===== config.mk =====
export PLATFORM = sky130hd
export DESIGN_NAME = uart_rx_fifo_flat
export DESIGN_NICKNAME = d
export VERILOG_FILES = /design/src/rtl/uart_rx_fifo_if.sv /design/src/rtl/uart_rx_fifo.sv /design/src/flat_wrapper.sv
export SDC_FILE = /design/constraint.sdc
export NUM_CORES = 1
export LEC_CHECK = 0
export CAP_MARGIN = 20
export CORE_AREA = 2 2 125 127
export CTS_CLUSTER_SIZE = 16
export DETAILED_ROUTE_END_ITERATION = 7
export DIE_AREA = 0 0 127 129
export PLACE_DENSITY_LB_ADDON = 0.1
export SKIP_LAST_GASP = 1
export SYNTH_ARGS = -nofsm -noshare
export SYNTH_HDL_FRONTEND = slang
export SYNTH_SLANG_ARGS = --single-unit

===== constraint.sdc =====
create_clock -name I_clk -period 5.7 [get_ports I_clk]
set_input_delay 1.425 -clock I_clk [delete_from_list [all_inputs] [get_ports I_clk]]
set_output_delay 1.425 -clock I_clk [all_outputs]
set_load 0.005 [all_outputs]

===== src/rtl/uart_rx_fifo_if.sv =====
// CPU-side bus of the UART receiver: FIFO read port, error status and clear strobe.
// The master modport is the CPU; the slave modport is the receiver.
interface uart_rx_fifo_if #(
    parameter int DATA_BITS  = 8,
    parameter int FIFO_DEPTH = 16
);
    logic                          I_read;
    logic                          I_clear_errors;
    logic [DATA_BITS-1:0]          O_data;
    logic                          O_data_valid;
    logic [$clog2(FIFO_DEPTH):0]   O_fifo_count;
    logic                          O_overrun;
    logic                          O_frame_error;
    logic                          O_parity_error;

    modport master (
        output I_read, I_clear_errors,
        input  O_data, O_data_valid, O_fifo_count, O_overrun, O_frame_error, O_parity_error
    );

    modport slave (
        input  I_read, I_clear_errors,
        output O_data, O_data_valid, O_fifo_count, O_overrun, O_frame_error, O_parity_error
    );
endinterface


===== src/rtl/uart_rx_fifo.sv =====
// UART receiver with 2-flop synchroniser, parity/framing checks and a
// first-word-fall-through receive FIFO drained by the CPU.
module uart_rx_fifo #(
    parameter int CLKS_PER_BIT = 120,
    parameter int DATA_BITS    = 8,
    parameter int PARITY       = 0,
    parameter int STOP_BITS    = 1,
    parameter int FIFO_DEPTH   = 16
) (
    input  logic           I_clk,
    input  logic           I_reset,
    input  logic           I_data_bit,
    uart_rx_fifo_if.slave  bus
);
    localparam int CW = $clog2(CLKS_PER_BIT) + 1;
    localparam int AW = $clog2(FIFO_DEPTH);
    localparam int NW = AW + 1;

    localparam logic [CW-1:0] HALF_LAST = CW'(CLKS_PER_BIT / 2 - 1);
    localparam logic [CW-1:0] BIT_LAST  = CW'(CLKS_PER_BIT - 1);
    localparam logic [3:0]    DATA_LAST = 4'(DATA_BITS - 1);
    localparam logic [3:0]    STOP_LAST = 4'(STOP_BITS - 1);
    localparam logic [NW-1:0] FULL_CNT  = NW'(FIFO_DEPTH);
    localparam logic          ODD_PAR   = (PARITY == 1);

    typedef enum logic [2:0] {
        S_IDLE,
        S_START,
        S_DATA,
        S_PARITY,
        S_STOP,
        S_WAIT_HIGH
    } state_t;

    state_t                 r_state;
    state_t                 w_nextState;
    logic [1:0]             r_sync;
    logic                   w_rx;
    logic [CW-1:0]          r_count;
    logic [3:0]             r_bitIdx;
    logic [DATA_BITS-1:0]   r_shift;
    logic                   r_parErr;
    logic                   r_stopErr;
    logic                   r_frameErrPulse;
    logic                   r_parErrPulse;
    logic                   w_sample;
    logic                   w_push;
    logic                   w_frameErr;
    logic                   w_parErr;

    logic [DATA_BITS-1:0]   r_mem [FIFO_DEPTH];
    logic [AW-1:0]          r_wrPtr;
    logic [AW-1:0]          r_rdPtr;
    logic [NW-1:0]          r_fifoCount;
    logic                   r_overrun;
    logic                   w_empty;
    logic                   w_full;
    logic                   w_pop;
    logic                   w_write;

    assign w_rx = r_sync[1];

    always_ff @(posedge I_clk) begin
        if (I_reset) r_state <= S_IDLE;
        else         r_state <= w_nextState;
    end

    // Frame verdict is decided on the last stop sample; framing beats parity.
    always_comb begin
        w_nextState = r_state;
        w_sample    = 1'b0;
        w_push      = 1'b0;
        w_frameErr  = 1'b0;
        w_parErr    = 1'b0;
        case (r_state)
            S_IDLE: begin
                if (!w_rx) w_nextState = S_START;
            end
            S_START: begin
                if (r_count == HALF_LAST) begin
                    w_sample    = 1'b1;
                    w_nextState = w_rx ? S_IDLE : S_DATA;
                end
            end
            S_DATA: begin
                if (r_count == BIT_LAST) begin
                    w_sample = 1'b1;
                    if (r_bitIdx == DATA_LAST)
                        w_nextState = (PARITY != 0) ? S_PARITY : S_STOP;
                end
            end
            S_PARITY: begin
                if (r_count == BIT_LAST) begin
                    w_sample    = 1'b1;
                    w_nextState = S_STOP;
                end
            end
            S_STOP: begin
                if (r_count == BIT_LAST) begin
                    w_sample = 1'b1;
                    if (r_bitIdx == STOP_LAST) begin
                        if (r_stopErr || !w_rx) begin
                            w_frameErr  = 1'b1;
                            w_nextState = S_WAIT_HIGH;
                        end else if (r_parErr) begin
                            w_parErr    = 1'b1;
                            w_nextState = S_IDLE;
                        end else begin
                            w_push      = 1'b1;
                            w_nextState = S_IDLE;
                        end
                    end
                end
            end
            S_WAIT_HIGH: begin
                if (w_rx) w_nextState = S_IDLE;
            end
            default: w_nextState = S_IDLE;
        endcase
    end

    // Data arrives LSB first, so shifting in at the MSB leaves bit 0 in place.
    always_ff @(posedge I_clk) begin
        if (I_reset) begin
            r_sync          <= 2'b11;
            r_count         <= '0;
            r_bitIdx        <= '0;
            r_shift         <= '0;
            r_parErr        <= 1'b0;
            r_stopErr       <= 1'b0;
            r_frameErrPulse <= 1'b0;
            r_parErrPulse   <= 1'b0;
        end else begin
            r_sync <= {r_sync[0], I_data_bit};
            if (w_nextState != r_state || w_sample) r_count <= '0;
            else                                    r_count <= r_count + CW'(1);
            if (w_nextState != r_state) r_bitIdx <= '0;
            else if (w_sample)          r_bitIdx <= r_bitIdx + 4'd1;
            if (r_state == S_IDLE) begin
                r_parErr  <= 1'b0;
                r_stopErr <= 1'b0;
            end
            if (w_sample && r_state == S_DATA)
                r_shift <= {w_rx, r_shift[DATA_BITS-1:1]};
            if (w_sample && r_state == S_PARITY)
                r_parErr <= ((^{r_shift, w_rx}) != ODD_PAR);
            if (w_sample && r_state == S_STOP && !w_rx)
                r_stopErr <= 1'b1;
            r_frameErrPulse <= w_frameErr;
            r_parErrPulse   <= w_parErr;
        end
    end

    assign w_empty = (r_fifoCount == '0);
    assign w_full  = (r_fifoCount == FULL_CNT);
    assign w_pop   = bus.I_read && !w_empty;
    assign w_write = w_push && (!w_full || w_pop);

    always_ff @(posedge I_clk) begin
        if (!I_reset && w_write) r_mem[r_wrPtr] <= r_shift;
    end

    // A pop in the same cycle frees the slot, so a full FIFO can still accept.
    always_ff @(posedge I_clk) begin
        if (I_reset) begin
            r_wrPtr     <= '0;
            r_rdPtr     <= '0;
            r_fifoCount <= '0;
            r_overrun   <= 1'b0;
        end else begin
            if (w_write) r_wrPtr <= r_wrPtr + AW'(1);
            if (w_pop)   r_rdPtr <= r_rdPtr + AW'(1);
            case ({w_write, w_pop})
                2'b10:   r_fifoCount <= r_fifoCount + NW'(1);
                2'b01:   r_fifoCount <= r_fifoCount - NW'(1);
                default: r_fifoCount <= r_fifoCount;
            endcase
            if (w_push && w_full && !w_pop) r_overrun <= 1'b1;
            else if (bus.I_clear_errors)    r_overrun <= 1'b0;
        end
    end

    assign bus.O_data         = w_empty ? '0 : r_mem[r_rdPtr];
    assign bus.O_data_valid   = !w_empty;
    assign bus.O_fifo_count   = r_fifoCount;
    assign bus.O_overrun      = r_overrun;
    assign bus.O_frame_error  = r_frameErrPulse;
    assign bus.O_parity_error = r_parErrPulse;
endmodule


===== src/flat_wrapper.sv =====
// flat-port wrapper written by rule: the top's interface ports become plain ports
module uart_rx_fifo_flat 
#(
    parameter int CLKS_PER_BIT = 120,
    parameter int DATA_BITS    = 8,
    parameter int PARITY       = 0,
    parameter int STOP_BITS    = 1,
    parameter int FIFO_DEPTH   = 16
)
  (I_clk, I_reset, I_data_bit, bus_I_read, bus_I_clear_errors, bus_O_data, bus_O_data_valid, bus_O_fifo_count, bus_O_overrun, bus_O_frame_error, bus_O_parity_error);
  uart_rx_fifo_if #(.DATA_BITS(DATA_BITS), .FIFO_DEPTH(FIFO_DEPTH)) bus_i ();
  input  logic I_clk;
  input  logic I_reset;
  input  logic I_data_bit;
  input wire logic [$bits(bus_i.I_read)-1:0] bus_I_read;
  input wire logic [$bits(bus_i.I_clear_errors)-1:0] bus_I_clear_errors;
  output wire logic [$bits(bus_i.O_data)-1:0] bus_O_data;
  output wire logic [$bits(bus_i.O_data_valid)-1:0] bus_O_data_valid;
  output wire logic [$bits(bus_i.O_fifo_count)-1:0] bus_O_fifo_count;
  output wire logic [$bits(bus_i.O_overrun)-1:0] bus_O_overrun;
  output wire logic [$bits(bus_i.O_frame_error)-1:0] bus_O_frame_error;
  output wire logic [$bits(bus_i.O_parity_error)-1:0] bus_O_parity_error;
  assign bus_i.I_read = bus_I_read;
  assign bus_i.I_clear_errors = bus_I_clear_errors;
  assign bus_O_data = bus_i.O_data;
  assign bus_O_data_valid = bus_i.O_data_valid;
  assign bus_O_fifo_count = bus_i.O_fifo_count;
  assign bus_O_overrun = bus_i.O_overrun;
  assign bus_O_frame_error = bus_i.O_frame_error;
  assign bus_O_parity_error = bus_i.O_parity_error;
  uart_rx_fifo #(.CLKS_PER_BIT(CLKS_PER_BIT), .DATA_BITS(DATA_BITS), .PARITY(PARITY), .STOP_BITS(STOP_BITS), .FIFO_DEPTH(FIFO_DEPTH)) u_core (.I_clk(I_clk), .I_reset(I_reset), .I_data_bit(I_data_bit), .bus(bus_i));
endmodule

# --- After elaboration in Yosys (flattened, before gate mapping) ---
# Memories as Yosys holds them, arrays and structs flattened. A register that Yosys moved wholly into a read port is not among the register bits.
# Index checks and enable logic that the tools add are counted.
word_totals:
  output_inout_bits: 17
  word_cells: 97
  mem_bits_ro: 0
  input_bits: 5
  ramBits: 128
  regBits: 43
  latch_bits: 0
  memories: 1
mem_list:
  columns: ["name", "depth", "word_bits", "rd", "rd_ports_with_merged_regs", "write_ports", "line_no", "source"]
  rows:
  - ["u_core.r_mem", 16, 8, 1, 1, 1, "uart_rx_fifo.sv:51", "logic [DATA_BITS-1:0] r_mem [FIFO_DEPTH];"]
classes:
  magnitude_cmp: 0
  bitwise: 3
  mux: 32
  n_eq_ne: 12
  n_div: 0
  shift: 0
  n_reduce_logical: 30
  add_sub_neg: 6
  mul: 0
op_table:
  columns: ["op", "count"]
  rows:
  - ["3-bit 2-to-1 mux", 9]
  - ["3-bit case mux with 6 select lines", 1]
  - ["1-bit 2-to-1 mux", 16]
  - ["4-bit by 1-bit adder with 4-bit output, second input constant", 3]
  - ["5-bit case mux with 2 select lines", 1]
  - ["1-bit logical AND", 9]
  - ["9-bit parity", 1]
  - ["8-bit by 1-bit adder with 8-bit output, second input constant", 1]
  - ["8-bit by 6-bit == test with 1-bit output, second input constant", 1]
  - ["8-bit by 7-bit == test with 1-bit output, second input constant", 1]
  - ["4-bit 2-to-1 mux", 2]
  - ["8-bit 2-to-1 mux", 1]
  - ["2-bit nonzero test", 4]
  - ["3-bit by 2-bit == test with 1-bit output, second input constant", 2]
  - ["3-bit == test, second input constant", 2]
  - ["5-bit by 1-bit adder with 5-bit output, second input constant", 1]
  - ["5-bit == test, second input constant", 1]
  - ["1-bit logical NOT", 5]
  - ["5-bit logical NOT", 1]
  - ["5-bit OR reduction", 1]
  - ["5-bit by 1-bit subtractor with 5-bit output, second input constant", 1]
  - ["4-bit by 3-bit == test with 1-bit output, second input constant", 1]
  - ["4-bit logical NOT", 1]
  - ["2-bit OR reduction", 2]
  - ["11 further kinds", 15]

# --- Depth between registers and ports, before layout ---
logic_depth:
  ltp_word: 10
  depth_mapped: 11

# --- Least setup slack after synthesis ---
# Ideal clock, no wire load.
synth_path:
  path_kind: "flip-flop to output port"
  start: "reg (tool-made name)"
  end: "out bus_O_data[0]"
  required_ns: 4.275
  t_arrival_ns: 1.925
  stages_incl_launch_ff: 6
  path_slack_ns: 2.350
  path_cell_list: "dfxtp_1 clkbuf_1 buf_2 mux4_2 mux4_2 nor2b_1"
synth_rtl:
  columns: ["element", "line_no", "source"]
  rows:
  - ["end: declaration", "flat_wrapper.sv:17", "output wire logic [$bits(bus_i.O_data)-1:0] bus_O_data;"]

==> impl_metrics.py <==
metrics = {
    "status": {
        "status": "completed",
    },
    "pwr": {
        "p_int_w": 0.00240,
        "p_seq_share_pct": 44.9,
        "swShare_pct": 21.8,
        "clkPwrFrac_pct": 42.9,
        "ir_worst_vdd_uv": 218,
        "power_frac_comb_pct": 12.1,
        "power_density_nw_per_um2": 365,
        "total_leakage_power_nw": 2.75,
        "p_sw_w": 0.000668,
    },
    "yosys": {
        "yosys_warnings": 0,
        "ys_seq_area_share_pct": 65.3,
        "syn_nets": 499,
        "synth-edff-count": 128,
        "synthCells": 482,
        "syn_area_per_cell_um2": 15.2,
        "synth_cell_types": 56,
        "async_flop_share_pct": 0,
        "ys_seq_elements": 175,
        "syn_area_um2": 7330,
        "synthFlopType": "edfxtp_1",
    },
    "setup_path": {
        "worst-path-max-fanout": 32,
        "max_stage_delay_ns": 0.62,
        "cpMostUsedCell": "mux4_2",
        "endpoint": "bus_O_data[2]",
        "cp.depth": 5,
        "r2r_cells": 10,
        "cp.arrival_ns": 3.05,
        "cp_slowest_cell": "mux4_2",
        "rr_startpoint": "u_core.r_count[0]",
        "path_delay_family": "multiplexers",
        "critPathLaunchType": "flop",
        "critPathBufInv": 2,
        "crit_type": "reg -> out",
        "worstSetupEndpointType": "output pin",
        "worstPathRequired_ns": 4.28,
        "rrSetupSlack_ns": 2.26,
        "reg2reg_to": "u_core.bus.O_fifo_count[4]",
        "path_cells": "buf_4 -> mux4_2 -> mux4_2 -> nor2b_1 -> clkdlybuf4s50_1",
    },
    "drt": {
        "drtIter0Drc": 316,
        "wl_met1_um": 6620,
        "met3WireLength_um": 483,
        "highest_layer": "met4",
        "viasPerCell": 5.86,
        "wire_per_inst_um": 21.2,
        "wl_met2_um": 7560,
        "drtAntennaViolNets": 0,
        "drc_errors": 0,
        "wl_um": 15000,
        "num_vias": 4136,
        "first_pass_iters": 4,
    },
    "placed_design": {
        "gp_congestion": 0.785,
        "numPortBuffers": 21,
        "pre_cts_slack_ns": 1.62,
        "dp_hpwl_um": 9420,
        "placed_area_um2": 7720,
    },
    "clocking": {
        "clk_path_buf_depth": 2,
        "root_buffer": "clkbuf_16",
        "postCtsHoldBufs": 0,
        "clk_pin_slew_worst_paths_ns": 0.06,
        "cts_tree": "built",
        "cts_resized": 0,
        "postCtsSetupRepairBufs": 0,
        "cts_made_buffers": 17,
        "clkSinkCount": 175,
        "insertion_delay_ns": 0.43,
        "htree_levels": 4,
    },
    "timing": {
        "rsz0062_at_grt": "no",
        "drv_slew": 0,
        "finalHoldViolCount": 0,
        "setup_tns_ns": 0,
        "worst_pin_slew_ns": 0.986,
        "period_share_pct": 78.5,
        "fmax_mhz": 224,
        "layout_min_cycle_time_ns": 4.47,
        "fin_ws_ns": 1.23,
        "slew_headroom_pct": 34.0,
        "setup_violations": 0,
        "fin_skew_ns": 0.00831,
    },
    "finish": {
        "nets": 522,
        "drive_gt1_share_pct": 19.3,
        "utilization_pct": 56.1,
        "seqCellArea_um2": 4790,
        "syn_to_final_growth_pct": 14.7,
        "nFillCells": 1213,
        "multi_input_area_um2": 2400,
        "n_antenna_cell": 0,
        "post-route-cell-area_um2": 8410,
    },
    "flow_run": {
        "drv_cap": 0,
    },
    "hold_path": {
        "hold_path.class": "reg -> reg",
        "hold_depth": 1,
    },
    "die": {
        "die_w_um": 127,
        "die_h_um": 129,
        "rows": 45,
        "dieArea_um2": 16400,
        "core_area_um2": 15000,
        "start_util_pct": 49.0,
        "pin_count": 22,
    },
    "global_routing": {
        "antenna_found_initial": 0,
        "grt_pass1_wl_um": 23700,
        "grt_max_degree": 39,
        "grt_pass1_vias": 4224,
        "grt-ovfl-total": 0,
        "grt_usage_pct": 19.8,
    },
}
-- power groups by stage --
| stage | Sequential [W] | Clock, W | Combinational [W] |
|---|---|---|---|
| 2_1_floorplan | 0.00140 | 0 | 0.000257 |
| 3_3_place_gp | 0.00141 | 0 | 0.000376 |
| 3_5_place_dp | 0.00141 | 0 | 0.000382 |
| 4_1_cts | 0.00138 | 0.00133 | 0.000381 |
| 5_1_grt | 0.00138 | 0.00139 | 0.000410 |
| 6_report | 0.00138 | 0.00132 | 0.000372 |
-- per-layer routing --
metal  track usage (%)  vias to the layer above
met5                 0                        -
met3              3.74                       23
met4              8.08                        0
met2              32.7                      102
met1              26.2                     2125
li1                  -                     1886
-- placed cells by master (no fill, tap or decap), types with 6 or more instances in the layout --
master           instances
clkdlybuf4s50_1         21
buf_4                    7
nor2b_1                 16
xor2_1                  11
clkbuf_16               17
edfxtp_1               128
nor3_1                  14
inv_1                    9
dfxtp_1                 46
and3_1                   6
bufinv_16                6
mux4_2                  40
a21oi_1                 22
ha_1                    11
nand2_1                 29
nand3_1                  7
xnor2_1                 13
nor2_1                  36
-- cell families after synthesis --
kind of cell / Yosys count / share of synthesized area [%]
and+or+nand+nor: 142 / 10.1
xor gates and xnor gates: 24 / 2.87
muxes: 46 / 13.2
adders and majority gates: 12 / 2.15
buffers and inverters: 34 / 2.01
AOI/OAI and AO/OA: 49 / 4.39
DFF: 175 / 65.3
-- how the worst min path moves through the flow --
stage	slack, ns	to	from
3_3_place_gp	0.39	u_core.r_sync[1]	u_core.r_sync[0]
2_1_floorplan	0.39	u_core.r_sync[1]	u_core.r_sync[0]
4_1_cts	0.41	u_core.r_sync[1]	u_core.r_sync[0]
6_report	0.41	u_core.r_sync[1]	u_core.r_sync[0]
3_5_place_dp	0.40	u_core.r_sync[1]	u_core.r_sync[0]
5_1_grt	0.43	u_core.r_sync[1]	u_core.r_sync[0]
-- layout make-up --
class	count	share of cell area (%)
tap	188	2.80
multi-input combinational	273	28.5
inverter	9	0.402
sequential	175	56.9
clock inverter	14	2.84
timing repair buffer	29	3.26
clock buffer	18	5.22
-- synthesized netlist by cell type, drive strengths merged, types with 2 or more instances --
| library cell | n | area [um^2] |
|---|---|---|
| nand4b | 2 | 23.8 |
| nand2 | 29 | 109 |
| inv | 9 | 33.8 |
| or3 | 5 | 31.3 |
| buf | 10 | 57.6 |
| nor2b | 16 | 100 |
| dfxtp | 47 | 941 |
| o211ai | 2 | 20.0 |
| and3 | 6 | 37.5 |
| ha | 11 | 138 |
| nor4 | 3 | 18.8 |
| o41ai | 3 | 26.3 |
| nor3 | 16 | 90.1 |
| or3b | 4 | 37.5 |
| nor2 | 36 | 135 |
| or2 | 3 | 18.8 |
| edfxtp | 128 | 3840 |
| nand2b | 4 | 25.0 |
| mux4 | 40 | 901 |
| a21oi | 23 | 119 |
| nor3b | 2 | 15.0 |
| xnor2 | 13 | 114 |
| or4 | 2 | 15.0 |
| a31oi | 2 | 12.5 |
| a21o | 2 | 15.0 |
| clkbuf | 15 | 56.3 |
| o21a | 2 | 15.0 |
| nand3 | 7 | 35.0 |
| xor2 | 11 | 96.3 |
| mux2 | 5 | 56.3 |
| o21ai | 6 | 30.0 |
| nand3b | 4 | 30.0 |
-- through the flow --
step	total power (W)	hold WS (ns)	cells
after global routing	0.00318	0.434	706
after CTS	0.00309	0.411	705
after floorplan	0.00166	0.389	482
after global placement	0.00178	0.392	672
after detailed placement	0.00179	0.395	673
final	0.00307	0.410	706
-- worst register-to-register path: stages (launching register included) --
cell      delay [ns]
dfxtp_1         0.35
ha_1            0.34
nand4b_2        0.21
nor3_1          0.60
a21oi_1         0.37
fa_1            0.50
a21o_1          0.19
a21oi_1         0.19
nor3_1          0.07
a22oi_1         0.18
mux2_2          0.35
-- sequential cells by signal (all words and copies together), names as in the netlist, named ones only --
register                   cells
u_core.r_bitIdx                4
u_core.r_parErr                1
u_core.r_mem                 128
u_core.bus.O_frame_error       1
u_core.r_stopErr               1
u_core.bus.O_fifo_count        5
u_core.bus.O_overrun           1
u_core.bus.O_parity_error      1
u_core.r_state                 3
u_core.r_shift                 8
u_core.r_wrPtr                 4
u_core.r_count                 8
u_core.r_rdPtr                 4
u_core.r_sync                  2
(Power assumes the default switching activity.)
